[src/rtl/rv_core_pkg.sv]
// Shared core types: register-file geometry and writeback request format.
// No logic, so no latency.
// No flow control; the handshake lives in the modules that import this package.
package rv_core_pkg;

   localparam int REG_ADDR_W = 5;
   localparam int NUM_REGS   = 32;

   // Writeback source index, matching the arbiter's requester ordering
   typedef enum logic [1:0] {
      WB_ALU    = 2'd0,
      WB_LSU    = 2'd1,
      WB_MULDIV = 2'd2
   } wb_src_e;

   typedef struct packed {
      logic                  valid;
      logic [REG_ADDR_W-1:0] addr;
      logic [31:0]           data;
   } wb_req_t;

endpackage

[src/rtl/rr_arbiter.sv]
// N-way round-robin arbiter. The scan starts at rr_ptr and wraps.
// The grant is combinational in the same cycle, and the pointer moves past the winner on the next edge.
// A requester is stalled only by losing arbitration. Grants are forced to 0 while reset is high.
module rr_arbiter #(
   parameter int N     = 3,
   parameter int IDX_W = (N > 1) ? $clog2(N) : 1
) (
   input  logic             clk,
   input  logic             reset,
   input  logic [N-1:0]     req,
   output logic [N-1:0]     grant,
   output logic [IDX_W-1:0] grant_idx
);

   logic [IDX_W-1:0] rr_ptr;
   logic [IDX_W-1:0] idx;
   logic [N-1:0]     grant_raw;
   logic             found;

   // Scan from rr_ptr. The first asserted request wins.
   always_comb begin
      grant_raw = '0;
      grant_idx = '0;
      found     = 1'b0;
      idx       = '0;
      for (int off = 0; off < N; off++) begin
         idx = IDX_W'((int'(rr_ptr) + off) % N);
         if (!found && req[idx]) begin
            found          = 1'b1;
            grant_raw[idx] = 1'b1;
            grant_idx      = idx;
         end
      end
   end

   assign grant = reset ? '0 : grant_raw;

   // Every grant is a transfer. Move the pointer to the requester after the winner.
   always_ff @(posedge clk) begin
      if (reset)
         rr_ptr <= '0;
      else if (found)
         rr_ptr <= (grant_idx == IDX_W'(N - 1)) ? '0 : grant_idx + IDX_W'(1);
   end

endmodule

[src/rtl/rf_wb_arbiter.sv]
// Shares the register-file write port among the writeback requesters and tracks per-register busy bits.
// Latency: a write reaches rf_write_* exactly 1 cycle after its handshake.
// No backpressure except losing round-robin arbitration. A request to x0 is accepted but never written.
module rf_wb_arbiter
   import rv_core_pkg::*;
#(
   parameter int NUM_REQ = 3,
   parameter int WIDTH   = 32,
   parameter int DEPTH   = NUM_REGS,
   parameter int ADDR_W  = REG_ADDR_W
) (
   input  logic                      clk,
   input  logic                      reset,
   input  logic [NUM_REQ-1:0]        req_valid,
   output logic [NUM_REQ-1:0]        req_ready,
   input  logic [NUM_REQ*ADDR_W-1:0] req_addr,
   input  logic [NUM_REQ*WIDTH-1:0]  req_data,
   input  logic                      issue_valid,
   input  logic [ADDR_W-1:0]         issue_rd,
   output logic                      rf_write_enable,
   output logic [ADDR_W-1:0]         rf_write_addr,
   output logic [WIDTH-1:0]          rf_write_data,
   output logic [DEPTH-1:0]          busy,
   output logic [1:0]                grant_id
);

   localparam int IDX_W = (NUM_REQ > 1) ? $clog2(NUM_REQ) : 1;

   logic [IDX_W-1:0] arb_idx;
   wb_req_t          sel;
   wb_src_e          gid_q;
   logic [DEPTH-1:0] busy_nxt;

   rr_arbiter #(.N(NUM_REQ), .IDX_W(IDX_W)) u_arb (
      .clk       (clk),
      .reset     (reset),
      .req       (req_valid),
      .grant     (req_ready),
      .grant_idx (arb_idx)
   );

   // Mux out the winning request. A transfer happens whenever any ready bit is set.
   always_comb begin
      sel.valid = |req_ready;
      sel.addr  = req_addr[int'(arb_idx)*ADDR_W +: ADDR_W];
      sel.data  = req_data[int'(arb_idx)*WIDTH +: WIDTH];
   end

   // Register the accepted write. x0 is dropped at the enable, and addr/data hold when idle.
   always_ff @(posedge clk) begin
      if (reset) begin
         rf_write_enable <= 1'b0;
         rf_write_addr   <= '0;
         rf_write_data   <= '0;
         gid_q           <= WB_ALU;
      end else if (sel.valid) begin
         rf_write_enable <= (sel.addr != '0);
         rf_write_addr   <= sel.addr;
         rf_write_data   <= sel.data;
         gid_q           <= wb_src_e'(arb_idx);
      end else begin
         rf_write_enable <= 1'b0;
      end
   end

   assign grant_id = gid_q;

   // Committing write clears its bit and a new allocation sets one. Set is applied last so the newer producer wins.
   always_comb begin
      busy_nxt = busy;
      if (rf_write_enable)
         busy_nxt[rf_write_addr] = 1'b0;
      if (issue_valid && (issue_rd != '0))
         busy_nxt[issue_rd] = 1'b1;
      busy_nxt[0] = 1'b0;
   end

   // Scoreboard state
   always_ff @(posedge clk) begin
      if (reset)
         busy <= '0;
      else
         busy <= busy_nxt;
   end

endmodule

[config.mk]
export PLATFORM = sky130hd
export DESIGN_NAME = rf_wb_arbiter
export DESIGN_NICKNAME = d
export VERILOG_FILES = /design/src/rtl/rv_core_pkg.sv /design/src/rtl/rr_arbiter.sv /design/src/rtl/rf_wb_arbiter.sv
export SDC_FILE = /design/constraint.sdc
export NUM_CORES = 1
export LEC_CHECK = 0
export CAP_MARGIN = 20
export CORE_MARGIN = 4
export CORE_UTILIZATION = 44
export DETAILED_ROUTE_END_ITERATION = 16
export GPL_TIMING_DRIVEN = 1
export PLACE_DENSITY = 0.83
export SETUP_SLACK_MARGIN = 0.4
export SYNTH_ARGS = -nofsm -noshare
export SYNTH_HDL_FRONTEND = slang
export SYNTH_SLANG_ARGS = --single-unit
export TNS_END_PERCENT = 5
[constraint.sdc]
create_clock -name clk -period 3.7 [get_ports clk]
set_clock_uncertainty 0.05 [all_clocks]
set_input_delay 0.74 -clock clk [delete_from_list [all_inputs] [get_ports clk]]
set_output_delay 0.74 -clock clk [all_outputs]
set_load 0.01 [all_outputs]
==> out/results.ini, run 1 <==
[floorplanning]
boundaryPins=197
fp.dieW_um=103
die_h_um=103
start_util=0.454
die-area_mm2=0.0106
rows=34
core_area_mm2=0.00872

[worst_setup_path]
start_kind=input port
rr_startpoint=u_arb.rr_ptr[0]
rr_worst_depth=10
ff2ff_setup_slack_ps=820
cp-end-kind=output pin
reg2reg_to=rf_write_data[7]
cp_max_fo=4
criticalPathCategory=input port to output pin
critPathMaxStageDelay_ps=540
crit_path_cell_trace=clkdlybuf4s50_1 -> nor2b_1 -> nor2_1 -> o32ai_1 -> a21oi_2 -> nor2_1 -> clkdlybuf4s50_1
crit_required_ps=2910
worstPathArrival_ps=2620
cp_slowest_cell=clkdlybuf4s50_1

[pwr]
intPower_mw=2.49
clockPowerShare=0.184
power.total_mw=4.13
p_leak_nw=2.38
p_switching_mw=1.64
powerDensity_mw_per_mm2=663
p_comb_frac=0.551
pwr-share-seq=0.265
vdd_drop_max_uv=455
switching_share=0.397

[timing]
timing.final.ws_setup_ps=291
fmax_mhz=293
worst_pin_slew_ps=894
fin_crit_ps=3410
final_hold_viol_count=0
slew_headroom=0.403
finalSetupTns_ps=0
finalCritPeriodShare=0.921
finalSetupViolations=0
rsz0062_at_grt=yes
slew_viol_final=0

[place]
gp_congestion=0.915
dp_hpwl_mm=10.6
place_ws_ps=153
io_buffers=195

[yosys]
synth-main-ff-cell=dfxtp_1
synth_seq_area_share=0.370
async_flop_share=0
mappedNetlistArea_mm2=0.00396
synth_seq_cells=73
yosysWarnings=0
synth.avg_cell_area_um2=7.85
synth_fp_nets=630
synth_cell_type_count=51
synthCells=504
synth_edf_count=0

[global_routing]
grt_pass1_vias=4468
grt_overflow=0
grt_max_degree=47
antenna_found_initial=0
grt_pass1_wl_mm=21.1
track_usage=0.252

[clocking]
clock_sinks=73
numCtsBuffers=9
h-tree-depth=3
cts_tree=built
cts_max_path_buffers=2
root_buffer=clkbuf_8
clk_latency_ps=340
path_clk_slew_ps=70

[routing]
drc=0
drt.antenna.violating_nets=0
wl_per_cell_um=17.0
drt_wl_total_mm=13.5
avgViaCountPerCell=5.62
first_iter_violations=171
vias=4488
firstDrtPassIters=5

[flow_run]
drv_cap=0

[worst_hold_path]
hold_depth=2
hp-class=register to register
hold_end=busy[28]
hold_start=busy[28]

[finish]
drive_gt1_frac=0.0725
area_growth_pct=57.6
layout_commonest_cell=clkdlybuf4s50_1
diodes=0
nets=811
most-common-layout-cells=192 x clkdlybuf4s50_1, 113 x nand2_1, 73 x dfxtp_1

[run_status]
outcome=complete, no violations

==> area by class of cell <==
cell class	count	area, um^2
tap	108	135
timing repair buffer	212	2100
clock buffer	9	124
inverter	5	18.8
sequential	73	1460
multi-input combinational	384	2270
clock inverter	7	125
fill	697	2490
==> power by group through the flow <==
| stage | registers [mW] | logic [mW] | clock network, mW |
|---|---|---|---|
| floorplan | 1.16 | 1.39 | 0 |
| finish | 1.09 | 2.28 | 0.762 |
| global placement | 1.10 | 2.21 | 0 |
| global route | 1.12 | 2.51 | 0.806 |
| CTS | 1.09 | 2.27 | 0.776 |
| detailed placement | 1.10 | 2.27 | 0 |
==> what timing repair did <==
| action | in CTS | in global routing |
|---|---|---|
| setup endpoints to repair | 3 | 3 |
| buffers inserted | 0 | 0 |
| hold buffers | 0 | 0 |
| resized for setup | 3 | 5 |
| cloned | 0 | 0 |
| hold endpoints to repair | 0 | 0 |
==> cells in the mapped netlist, types with 4 or more instances <==
cell type	instances	area share
nand2_1	113	0.11
dfxtp_1	73	0.37
nor2_1	48	0.046
a21oi_1	37	0.047
a22o_1	37	0.082
a311oi_1	36	0.080
o21ai_0	35	0.044
clkbuf_1	22	0.021
buf_2	8	0.010
buf_6	8	0.023
nand3b_1	7	0.013
nand3_1	6	0.0076
inv_1	5	0.0047
nand2b_1	5	0.0079
or3_1	5	0.0079
and3_1	4	0.0063
ha_1	4	0.013
nor2b_1	4	0.0063
nor3b_1	4	0.0076
==> metal layers <==
metal | track usage | part of all wire | routed length [um] | up-vias
met4 | 0.0896 | 0.026 | 352 | 0
met1 | 0.276 | 0.37 | 5070 | 2059
met3 | 0.0663 | 0.093 | 1260 | 31
met2 | 0.466 | 0.51 | 6860 | 223
li1 | - | - | - | 2175
met5 | 0 | 0 | 0 | -
==> critical path: cells and delay by family <==
kind	cells	cell delay, ps
AO/OA/AOI/OAI	2	460
AND/OR/NAND/NOR	3	350
buffers and inverters	2	1060
==> state kept, by name, summed over array words and instances, names as in the netlist <==
register / count
busy: 31
u_arb.rr_ptr: 2
rf_write_addr: 5
rf_write_data: 32
rf_write_enable: 1
grant_id: 2
==> how the worst max path moves through the flow <==
stage,from,end,slack [ps],cells after the start
2_1_floorplan,reset,req_ready[0],990,5
3_3_place_gp,req_valid[2],req_ready[0],180,7
3_5_place_dp,req_valid[0],req_ready[1],150,8
4_1_cts,req_valid[0],req_ready[1],200,8
5_1_grt,u_arb.rr_ptr[0],req_ready[2],160,9
6_report,req_valid[2],req_ready[2],290,7
==> kinds of logic (layout without fill, tap and decap cells) <==
kind of cell | count (synthesis) | in the layout | share of synthesized area
simple gates | 206 | 206 | 0.230
flops | 73 | 73 | 0.370
buf+inv | 47 | 233 | 0.0652
other cells | 1 | 1 | 0.000948
compound gates | 165 | 165 | 0.299
mux | 8 | 8 | 0.0225
fa+ha+maj | 4 | 4 | 0.0127
==> through the flow <==
step	area, um^2	hold WS [ps]	util	cells
5_1_grt	6230	449	0.715	798
2_1_floorplan	3960	416	-	504
6_report	6230	426	0.715	798
3_5_place_dp	5960	413	0.683	782
3_3_place_gp	5960	409	0.683	782
4_1_cts	6210	425	0.712	798
(Power assumes the default switching activity.)
==> run 2: changes to the inputs <==
- CORE_UTILIZATION: 44 -> 41
- PLACE_DENSITY: 0.83 -> 0.78
- clock period: 3.7 -> 3.15 ns (I/O delays scaled with it)
==> run 2 against run 1 <==
Against the previous run: non-clock buffer count increased by 17; first-iteration DRC count rose by 8.2%; flip-flop and latch count unchanged; total power is 26% higher; sequential share of layout area is 0.82 points lower; critical path depth up 1; wire length grew 3.6%; hold slack got worse by 0.61 ps; critical endpoint unchanged; largest cell class unchanged.
==> out/results.ini, run 2 (same netlist as run 1, synthesis figures left out) <==
[run_status]
outcome=complete, no violations

[timing]
worst_pin_slew_ps=762  ; -132 ps
fmax_mhz=365
slew_viol_final=0  ; unchanged
fin_crit_ps=2740
finalCritPeriodShare=0.869
finalSetupViolations=0  ; unchanged
slew_headroom=0.492  ; +0.0896
final_hold_viol_count=0  ; unchanged
rsz0062_at_grt=yes
timing.final.ws_setup_ps=413  ; +122 ps

[global_routing]
track_usage=0.240  ; -0.0123
grt_pass1_vias=4476  ; +0.18%
antenna_found_initial=0  ; unchanged
grt_overflow=0  ; unchanged
grt_pass1_wl_mm=21.9  ; +3.7%
grt_max_degree=77  ; +64%

[routing]
drc=0  ; unchanged
first_iter_violations=185  ; +8.2%
drt_wl_total_mm=14.0  ; +3.6%
firstDrtPassIters=5  ; unchanged
wl_per_cell_um=16.8  ; -1.1%
avgViaCountPerCell=5.46  ; -3.0%
drt.antenna.violating_nets=0  ; unchanged
vias=4562  ; +1.6%

[place]
place_ws_ps=-141  ; -294 ps
placed_area_mm2=0.00607  ; +1.9%
gp_congestion=0.923  ; +0.94%
dp_cells=812  ; +3.8%
io_buffers=195  ; unchanged
dp_hpwl_mm=10.6  ; -0.32%

[finish]
nFillCells=752  ; +7.9%
layout_commonest_cell=clkdlybuf4s50_1
nets=828  ; +2.1%
regMostFlops=rf_write_data
most-common-layout-cells=188 x clkdlybuf4s50_1, 113 x nand2_1, 71 x dfxtp_1
drive_gt1_frac=0.112  ; +0.0393
design_area_mm2=0.00649  ; +4.2%
reg.largest.list=rf_write_data (32), busy (31), rf_write_addr (5)
area_growth_pct=64.2
largest_register_ffs=32  ; unchanged
stdcell_count=836  ; +4.8%
diodes=0  ; unchanged

[worst_setup_path]
cp-end-kind=output pin
reg2reg_to=rf_write_data[8]
crit_path_cell_trace=inv_1 -> ha_4 -> buf_4 -> o21ai_2 -> a31o_2 -> a21oi_2 -> nor2_1 -> clkdlybuf4s15_1
ff2ff_setup_slack_ps=500  ; -320 ps
worstPathArrival_ps=2060  ; -560 ps
critPathMaxStageDelay_ps=380  ; -160 ps
cp_slowest_cell=dfxtp_4
crit_required_ps=2470  ; -440 ps
rr_startpoint=u_arb.rr_ptr[0]
crit_buf_inv=3  ; +1
start_kind=register
cp_top_family=buffers and inverters
rr_worst_depth=11  ; +1
cp_max_fo=11  ; +7
criticalPathCategory=register to output pin

[floorplanning]
core_area_mm2=0.00933  ; +7.0%
start_util=0.424  ; -0.0295
die_h_um=106  ; +3.3%
rows=35  ; +2.9%
boundaryPins=197  ; unchanged
die-area_mm2=0.0113  ; +6.7%
fp.dieW_um=106  ; +3.3%

[pwr]
vdd_drop_max_uv=430  ; -5.6%
p_leak_nw=2.50  ; +5.2%
powerDensity_mw_per_mm2=804  ; +21%

[worst_hold_path]
hold_end=busy[3]
hold_start=busy[3]
hp-class=register to register
hold_depth=2  ; unchanged

[clocking]
cts_tree=built
root_buffer=clkbuf_8
clk_latency_ps=340  ; about the same
h-tree-depth=3  ; unchanged
path_clk_slew_ps=80  ; about the same
cts_max_path_buffers=2  ; unchanged
clock_sinks=73  ; unchanged
numCtsBuffers=9  ; unchanged

[flow_run]
drv_cap=0  ; unchanged

run 2: metrics by stage:
step | power, mW | utilization | hold slack, ps | TNS [ps]
after floorplan | 2.99 | - | 416 | 0
after global placement | 4.04 | 0.651 | 410 | -185
after detailed placement | 4.11 | 0.651 | 417 | -343
after CTS | 5.18 | 0.690 | 427 | 0
after global routing | 5.54 | 0.696 | 448 | 0
final | 5.22 | 0.696 | 426 | 0
run 2: layout make-up:
| class | count | area, um^2 | area share |
|---|---|---|---|
| clock inverter | 7 | 143 | 0.0220 |
| inverter | 5 | 18.8 | 0.00289 |
| tap | 129 | 161 | 0.0249 |
| sequential | 73 | 1470 | 0.226 |
| timing repair buffer | 229 | 2240 | 0.345 |
| multi-input combinational | 384 | 2340 | 0.360 |
| clock buffer | 9 | 124 | 0.0191 |
run 2: worst max path at each step:
stage | start | to | slack, ps | cells after the start
2_1_floorplan | reset | req_ready[0] | 660 | 5
3_3_place_gp | req_valid[2] | req_ready[1] | -80 | 8
3_5_place_dp | req_valid[2] | req_ready[1] | -140 | 8
4_1_cts | req_valid[1] | req_ready[2] | 320 | 8
5_1_grt | u_arb.rr_ptr[1] | req_ready[0] | 330 | 8
6_report | u_arb.rr_ptr[0] | req_ready[2] | 410 | 8
run 2: repair_timing:
item	4_1_cts	5_1_grt
resized for setup	33	6
setup endpoints to repair	30	34
hold buffers	0	0
buffers inserted	2	6
pin swaps	3	2
run 2: report_power, final:
group          switching [mW]  internal (mW)  total (mW)
clock network           0.345          0.607       0.952
logic                    1.51           1.45        2.96
registers               0.162           1.15        1.31
total                    2.02           3.21        5.22
run 2: tightest hold or removal path: cells and delay by family, from the launching register on:
family	cells	cell delay, ps
DFF	1	310
AOI/OAI and AO/OA	2	120
run 2: metal layers:
layer,track usage,share of wire
met1,0.271,0.38
met3,0.0668,0.097
met5,0,0
met2,0.432,0.50
met4,0.0786,0.018
